`config.mk`:
```
export PLATFORM = sky130hd
export DESIGN_NAME = df_zoom_pipe
export DESIGN_NICKNAME = d
export VERILOG_FILES = /design/src/rtl/df_zoom_pipe_pkg.sv /design/src/rtl/df_bin_map.sv /design/src/rtl/df_zoom_pipe.sv
export SDC_FILE = /design/constraint.sdc
export NUM_CORES = 1
export LEC_CHECK = 0
export CAP_MARGIN = 20
export CORE_MARGIN = 5
export CORE_UTILIZATION = 54
export DETAILED_ROUTE_END_ITERATION = 7
export MAX_ROUTING_LAYER = met4
export PLACE_DENSITY = 0.81
export SYNTH_ARGS = -nofsm -noshare
export SYNTH_HDL_FRONTEND = slang
export SYNTH_SLANG_ARGS = --single-unit
```
`constraint.sdc`:
```
create_clock -name clk_i -period 4.7 [get_ports clk_i]
set_clock_uncertainty 0.1 [all_clocks]
set_input_delay 0.705 -clock clk_i [delete_from_list [all_inputs] [get_ports clk_i]]
set_output_delay 0.705 -clock clk_i [all_outputs]
set_load 0.005 [all_outputs]
```
`src/rtl/df_zoom_pipe_pkg.sv`:
```
// +----------------------------------------------------------------------+
// | df_zoom_pipe_pkg: shared widths and pass-mode encoding for the filter |
// | Rev 1.0                                                              |
// +----------------------------------------------------------------------+
`default_nettype none

package df_zoom_pipe_pkg;

  localparam int c_NP_DEF = 16;  // raw timestamp width
  localparam int c_NB_DEF = 8;   // histogram bin index width
  localparam int c_CW_DEF = 16;  // per-frame counter width

  typedef enum logic {
    MODE_ZOOM   = 1'b0,
    MODE_COARSE = 1'b1
  } mode_e;

endpackage

`default_nettype wire

```
`src/rtl/df_bin_map.sv`:
```
// +----------------------------------------------------------------------+
// | df_bin_map: window test, clamped offset subtract, shift, overflow    |
// | Rev 1.0                                                              |
// +----------------------------------------------------------------------+
`default_nettype none

module df_bin_map
  import df_zoom_pipe_pkg::*;
#(
  parameter int NP = c_NP_DEF,
  parameter int NB = c_NB_DEF,
  parameter int SW = $clog2(NP)
) (
  input  logic          coarse_i,
  input  logic [NP-1:0] data_i,
  input  logic [NP-1:0] th_lo_i,
  input  logic [NP-1:0] th_hi_i,
  input  logic [NP-1:0] delta_i,
  input  logic [SW-1:0] shift_i,
  output logic          keep_o,
  output logic [NP-1:0] diff_o,
  output logic [SW-1:0] sh_o,
  input  logic [NP-1:0] s2_diff_i,
  input  logic [SW-1:0] s2_sh_i,
  output logic [NB-1:0] bin_o,
  output logic          ovf_o
);

  localparam logic [SW-1:0] c_COARSE_SH = SW'(NP - NB);

  logic [NP-1:0] w_full;

  // First-stage half: decides whether the sample survives and what to shift.
  always_comb begin
    keep_o = 1'b1;
    diff_o = data_i;
    sh_o   = c_COARSE_SH;
    if (!coarse_i) begin
      keep_o = (data_i >= th_lo_i) && (data_i <= th_hi_i);
      diff_o = (data_i >= delta_i) ? (data_i - delta_i) : '0;
      sh_o   = shift_i;
    end
  end

  assign w_full = s2_diff_i >> s2_sh_i;
  assign bin_o  = w_full[NB-1:0];

  generate
    if (NB < NP) begin : g_ovf
      assign ovf_o = |w_full[NP-1:NB];
    end else begin : g_no_ovf
      assign ovf_o = 1'b0;
    end
  endgenerate

endmodule

`default_nettype wire

```
`src/rtl/df_zoom_pipe.sv`:
```
// +----------------------------------------------------------------------+
// | df_zoom_pipe: TDC timestamp to histogram bin, two-stage valid/ready  |
// | Rev 1.0                                                              |
// +----------------------------------------------------------------------+
`default_nettype none

module df_zoom_pipe
  import df_zoom_pipe_pkg::*;
#(
  parameter int NP = c_NP_DEF,
  parameter int NB = c_NB_DEF,
  parameter int SW = $clog2(NP),
  parameter int CW = c_CW_DEF
) (
  input  logic          clk_i,
  input  logic          rst_ni,
  input  logic          frame_start_i,
  input  logic          coarse_mode_i,
  input  logic [NP-1:0] th_lo_i,
  input  logic [NP-1:0] th_hi_i,
  input  logic [NP-1:0] delta_i,
  input  logic [SW-1:0] shift_i,
  input  logic          in_valid_i,
  output logic          in_ready_o,
  input  logic [NP-1:0] in_data_i,
  output logic          out_valid_o,
  input  logic          out_ready_i,
  output logic [NB-1:0] out_bin_o,
  output logic [CW-1:0] acc_cnt_o,
  output logic [CW-1:0] rej_cnt_o,
  output logic          busy_o,
  output logic          cfg_err_o
);

  localparam logic [SW-1:0] c_RST_SHIFT = SW'(NP - NB);

  mode_e         cfg_mode_q;
  logic [NP-1:0] cfg_lo_q, cfg_hi_q, cfg_delta_q;
  logic [SW-1:0] cfg_shift_q;

  logic          s1_valid_q, s1_valid_d;
  logic [NP-1:0] s1_diff_q, s1_diff_d;
  logic [SW-1:0] s1_sh_q, s1_sh_d;
  logic          out_valid_q, out_valid_d;
  logic [NB-1:0] out_bin_q, out_bin_d;
  logic [CW-1:0] acc_q, acc_d, rej_q, rej_d;
  logic          cfg_err_q, cfg_err_d;

  logic          w_keep, w_ovf;
  logic [NP-1:0] w_diff;
  logic [SW-1:0] w_sh;
  logic [NB-1:0] w_bin;
  logic          w_busy, w_fs_take, w_s2_hold, w_accept;
  logic          w_s1_rej, w_s2_fire, w_s2_acc, w_s2_rej;
  logic [1:0]    w_rej_inc;

  function automatic logic [CW-1:0] sat_add(input logic [CW-1:0] a, input logic [1:0] inc);
    logic [CW:0] sum;
    sum = {1'b0, a} + (CW+1)'(inc);
    return sum[CW] ? '1 : sum[CW-1:0];
  endfunction

  df_bin_map #(.NP(NP), .NB(NB), .SW(SW)) u_map (
    .coarse_i  (cfg_mode_q == MODE_COARSE),
    .data_i    (in_data_i),
    .th_lo_i   (cfg_lo_q),
    .th_hi_i   (cfg_hi_q),
    .delta_i   (cfg_delta_q),
    .shift_i   (cfg_shift_q),
    .keep_o    (w_keep),
    .diff_o    (w_diff),
    .sh_o      (w_sh),
    .s2_diff_i (s1_diff_q),
    .s2_sh_i   (s1_sh_q),
    .bin_o     (w_bin),
    .ovf_o     (w_ovf)
  );

  assign w_busy    = s1_valid_q | out_valid_q;
  assign w_fs_take = frame_start_i & ~w_busy;
  assign w_s2_hold = out_valid_q & ~out_ready_i;
  // Intake pauses on a config load so no sample straddles two configurations.
  assign in_ready_o = rst_ni & ~w_fs_take & ~(s1_valid_q & w_s2_hold);
  assign w_accept   = in_valid_i & in_ready_o;
  assign w_s1_rej   = w_accept & ~w_keep;
  assign w_s2_fire  = s1_valid_q & ~w_s2_hold;
  assign w_s2_acc   = w_s2_fire & ~w_ovf;
  assign w_s2_rej   = w_s2_fire & w_ovf;
  assign w_rej_inc  = {1'b0, w_s1_rej} + {1'b0, w_s2_rej};

  always_comb begin
    s1_valid_d  = s1_valid_q;
    s1_diff_d   = s1_diff_q;
    s1_sh_d     = s1_sh_q;
    out_valid_d = out_valid_q;
    out_bin_d   = out_bin_q;
    if (w_accept) begin
      s1_valid_d = w_keep;
      s1_diff_d  = w_diff;
      s1_sh_d    = w_sh;
    end else if (!w_s2_hold) begin
      s1_valid_d = 1'b0;
    end
    if (!w_s2_hold) begin
      out_valid_d = w_s2_acc;
      if (w_s2_acc) begin
        out_bin_d = w_bin;
      end
    end
    acc_d     = w_fs_take ? '0 : sat_add(acc_q, {1'b0, w_s2_acc});
    rej_d     = w_fs_take ? '0 : sat_add(rej_q, w_rej_inc);
    cfg_err_d = cfg_err_q | (frame_start_i & w_busy);
  end

  always_ff @(posedge clk_i) begin
    if (!rst_ni) begin
      cfg_mode_q  <= MODE_COARSE;
      cfg_lo_q    <= '0;
      cfg_hi_q    <= '1;
      cfg_delta_q <= '0;
      cfg_shift_q <= c_RST_SHIFT;
      s1_valid_q  <= 1'b0;
      s1_diff_q   <= '0;
      s1_sh_q     <= '0;
      out_valid_q <= 1'b0;
      out_bin_q   <= '0;
      acc_q       <= '0;
      rej_q       <= '0;
      cfg_err_q   <= 1'b0;
    end else begin
      if (w_fs_take) begin
        cfg_mode_q  <= coarse_mode_i ? MODE_COARSE : MODE_ZOOM;
        cfg_lo_q    <= th_lo_i;
        cfg_hi_q    <= th_hi_i;
        cfg_delta_q <= delta_i;
        cfg_shift_q <= shift_i;
      end
      s1_valid_q  <= s1_valid_d;
      s1_diff_q   <= s1_diff_d;
      s1_sh_q     <= s1_sh_d;
      out_valid_q <= out_valid_d;
      out_bin_q   <= out_bin_d;
      acc_q       <= acc_d;
      rej_q       <= rej_d;
      cfg_err_q   <= cfg_err_d;
    end
  end

  assign out_valid_o = out_valid_q;
  assign out_bin_o   = out_bin_q;
  assign acc_cnt_o   = acc_q;
  assign rej_cnt_o   = rej_q;
  assign busy_o      = w_busy;
  assign cfg_err_o   = cfg_err_q;

endmodule

`default_nettype wire

```
==> impl_results.md <==
* CTS Hold Bufs at 0
* Final setup fails at 0
* Worst-path cell chain: clkdlybuf4s50_1 -> ha_1 -> a21o_1 -> a21oi_1 -> nor2b_1 -> o31a_1 -> o31ai_1 -> a21oi_1 -> fa_1 -> ha_1 -> and3_1 -> and4_1 -> and2b_1 -> nand4_1 -> buf_4 -> a21oi_1
* Cell count after synthesis at 824
* Initial DRC count at 402
* Post-synth EDFFs at 0
* Seq cells post-synth at 116
* M1 WL at 7460 um
* Int Power at 2.12 mW
* Post-CTS Setup Bufs at 0
* Peak supply drop at 0.000284 V
* Min Tclk post-route at 4.31 ns
* Initial antenna violation count at 0
* Vias per inst at 5.61
* Crit-path slowest cell: clkdlybuf4s50_1
* Clk pwr share at 45.6%
* Top FF cell, synth: dfxtp_1
* Fmax at 232 MHz
* Synth cell types at 60
* FF-to-FF path depth at 13
* Critical path arrival at 4.50 ns
* Final hold viol count at 0
* P_sw at 0.715 mW
* FFs w/ async S/R, synth at 0%
* Vias in the first global route at 6088
* Syn avg cell area at 8.15 um2
* Critical path class: in2reg
* Total GRT Usage at 24.7%
* CTS root buffer: clkbuf_16
* Ranking of synthesized cells by area: dfxtp_1 (35%), ha_1 (9.5%), a21oi_1 (8.3%)
* Diode count at 0
* Clock tree buffer depth at 2
* Cell leakage power at 3.33 nW
* Clk slew on worst S/H paths at 0.05 ns
* Clock Latency Late Sink at 0.41 ns
* # H-tree levels at 4
* CTS tree: done
* Leading area contributor after synthesis: dfxtp_1
* Remaining DRCs at 0
* Most common cell in the netlist: nand2_1
* PwrDens at 329 nW/um2
* Die Wd at 122 um
* Hold depth at 2
* Non-Filler Instances at 1111
* Top cell by count, worst path: a21oi_1
* Share of cells above drive strength 1 at 6.79%
* CTS buffer count at 17
* Drt pass-1 iters at 5
* Actual slew at the worst max-slew pin at 0.997 ns
* Total Wirelength at 17100 um
* Max Slew Vio Count at 0
* GPL Wtd Cong at 0.938
* Period utilization at 91.8%
* CP Capture Type: flip-flop
* IO buf count at 117
* Combinational cell fraction of total power at 16.8%
* GRT overflow at 0
* Worst r2r src: s1_sh_q[1]$_SDFFE_PN0P_
* Sequential share of the synthesized area at 34.6%
* Nets at 1061
* Total number of vias at 6236
* HPWL reported at the end of detailed placement at 12200 um
* Startpoint Class: primary input
* Setup TNS at 0 ns
* Filler cell count at 945
* Worst reg-to-reg setup slack at 0.88 ns
* Post-Syn Area at 6720 um2
* Synth warn at 0
* Die area at 14800 um2
* Worst endpoint required time at 4.88 ns
* DRT antenna net count at 0
* Area grow syn2layout at 28.5%
* Syn nets at 951
* Commonest cells post-synth: nand2_1 (125), dfxtp_1 (116), a21oi_1 (111)
* Post-CTS Resized at 0
* Largest net degree at the start of global routing at 69
* Buffer and inverter count on the worst path at 2
* Final worst setup slack at 0.385 ns
* Met3 routed WL at 1120 um
* CP Max Fanout at 9
* TritonCTS Sinks at 116
* Met2 routed WL at 8220 um
* Hold path start: cfg_delta_q[2]$_SDFFE_PN0P_
* Sw Ratio at 25.2%
* First-pass GRT wire length at 28400 um
* Top Metal Used: met4
* Io pins at 118
* Max_cap viols at 0
* Sequential group share of total power at 37.6%
* Site Rows at 40
* Status: complete, no violations
* RSZ-0062 raised after global routing: no
* Yosys top cell area share at 34.6%
* Die Height at 122 um
* FF-to-FF End: acc_cnt_o[6]$_SDFF_PP0_
* WHS Endpoint: cfg_delta_q[2]$_SDFFE_PN0P_
* Worst Hold Class: reg2reg
* Critical path's top delay family: compound AO/OA/AOI/OAI gates
* Initial Util at 55.4%
* Crit-path max cell delay at 0.53 ns
* Placement Setup Slack at 0.0307 ns
* Mean routed wirelength per cell at 15.4 um
* Placed Instances at 1081
* Core box area at 12100 um2
* Slew HR at 33.4%
sequential cells by signal (all words and copies together) (netlist names):
| signal | flops |
|---|---|
| cfg_lo_q | 16 |
| acc_cnt_o | 16 |
| s1_valid_q | 1 |
| s1_sh_q | 4 |
| cfg_hi_q | 16 |
| cfg_delta_q | 16 |
| s1_diff_q | 16 |
| cfg_shift_q | 4 |
| out_bin_o | 8 |
| cfg_err_o | 1 |
| rej_cnt_o | 16 |
| cfg_mode_q | 1 |
| out_valid_o | 1 |
metal layers:
layer | global-route usage, % | vias up
li1 | - | 3105
met1 | 30.2 | 2891
met5 | - | -
met3 | 6.01 | 34
met2 | 40.2 | 206
met4 | 8.12 | 0
power by group through the flow:
stage	Clock, mW	Combinational [mW]	Sequential [mW]
6_report	1.30	0.478	1.07
5_1_grt	1.35	0.537	1.07
4_1_cts	1.31	0.473	1.07
3_5_place_dp	0	0.467	1.09
3_3_place_gp	0	0.458	1.08
2_1_floorplan	0	0.312	1.07
stage by stage:
stage               util, %  cell area (um2)  power, mW  hold slack (ns)
finish                 71.2             8630       2.84            0.353
global route           71.2             8630       2.96            0.368
floorplan                 -             6720       1.38            0.332
detailed placement     66.0             7990       1.55            0.347
CTS                    70.8             8580       2.84            0.354
global placement       66.0             7990       1.54            0.343
worst reg2reg max path, stage by stage (launching register included):
cell and delay (ns):
dfxtp_1 0.98, and2b_2 0.30, a211oi_1 0.21, a21oi_1 0.11, o21ai_2 0.19, nand3_2 0.13, clkinv_4 0.14, ha_1 0.21
ha_1 0.22, nand3_1 0.19, nor2_1 0.26, nand2_1 0.12, or2_1 0.40, a21oi_1 0.20
worst max-delay path by stage:
stage | endpoint | cells after the start | slack, ns | startpoint
finish | rej_cnt_o[3]$_SDFF_PP0_ | 16 | 0.39 | in_data_i[5]
global route | rej_cnt_o[1]$_SDFF_PP0_ | 16 | 0.20 | in_data_i[5]
CTS | rej_cnt_o[3]$_SDFF_PP0_ | 16 | 0.43 | in_data_i[5]
detailed placement | rej_cnt_o[0]$_SDFF_PP0_ | 16 | 0.03 | in_data_i[5]
global placement | rej_cnt_o[1]$_SDFF_PP0_ | 16 | 0.09 | in_data_i[5]
floorplan | rej_cnt_o[3]$_SDFF_PP0_ | 15 | 0.88 | in_data_i[1]
final cells by class:
| type | instances | area, um2 | area share [%] |
|---|---|---|---|
| Clock buffer | 23 | 488 | 5.66 |
| Clock inverter | 5 | 100 | 1.16 |
| Sequential cell | 116 | 2320 | 26.9 |
| Multi-Input combinational cell | 603 | 3940 | 45.7 |
| Timing Repair Buffer | 132 | 1320 | 15.3 |
| Inverter | 64 | 245 | 2.84 |
| Tap cell | 168 | 210 | 2.44 |
cell usage in the layout (no fill, tap or decap), types with 2 or more instances in the layout:
cell type          n
nand2_1          125
clkdlybuf4s50_1  117
dfxtp_1          116
a21oi_1          111
inv_1             62
ha_1              51
nor2_1            50
o21ai_0           43
nand3_1           21
o211ai_1          19
mux2i_1           18
xor2_1            18
xnor2_1           17
clkbuf_16         17
nand4_1           16
a221oi_1          13
buf_4             13
mux4_2            11
a211oi_1          11
and3_1             9
nand2b_1           7
nor3_1             7
nor3b_1            6
nor2b_1            6
a21o_1             5
clkbuf_8           4
mux2_2             3
o21a_1             3
bufinv_16          3
o22ai_1            2
and2b_2            2
and2_1             2
o21ai_1            2
fa_1               2
clkbuf_1           2
clkinv_2           2
cell families (layout without fill, tap and decap cells):
group,count (synthesis),count (layout),share of synthesized area [%]
simple gates,262,262,17.9
compound gates,221,221,19.3
flops,116,116,34.6
buf+inv,105,224,6.71
fa+ha+maj,53,53,10.1
xor+xnor,35,35,4.56
mux,32,32,6.88
No activity file was read; power rests on OpenSTA's default activity.
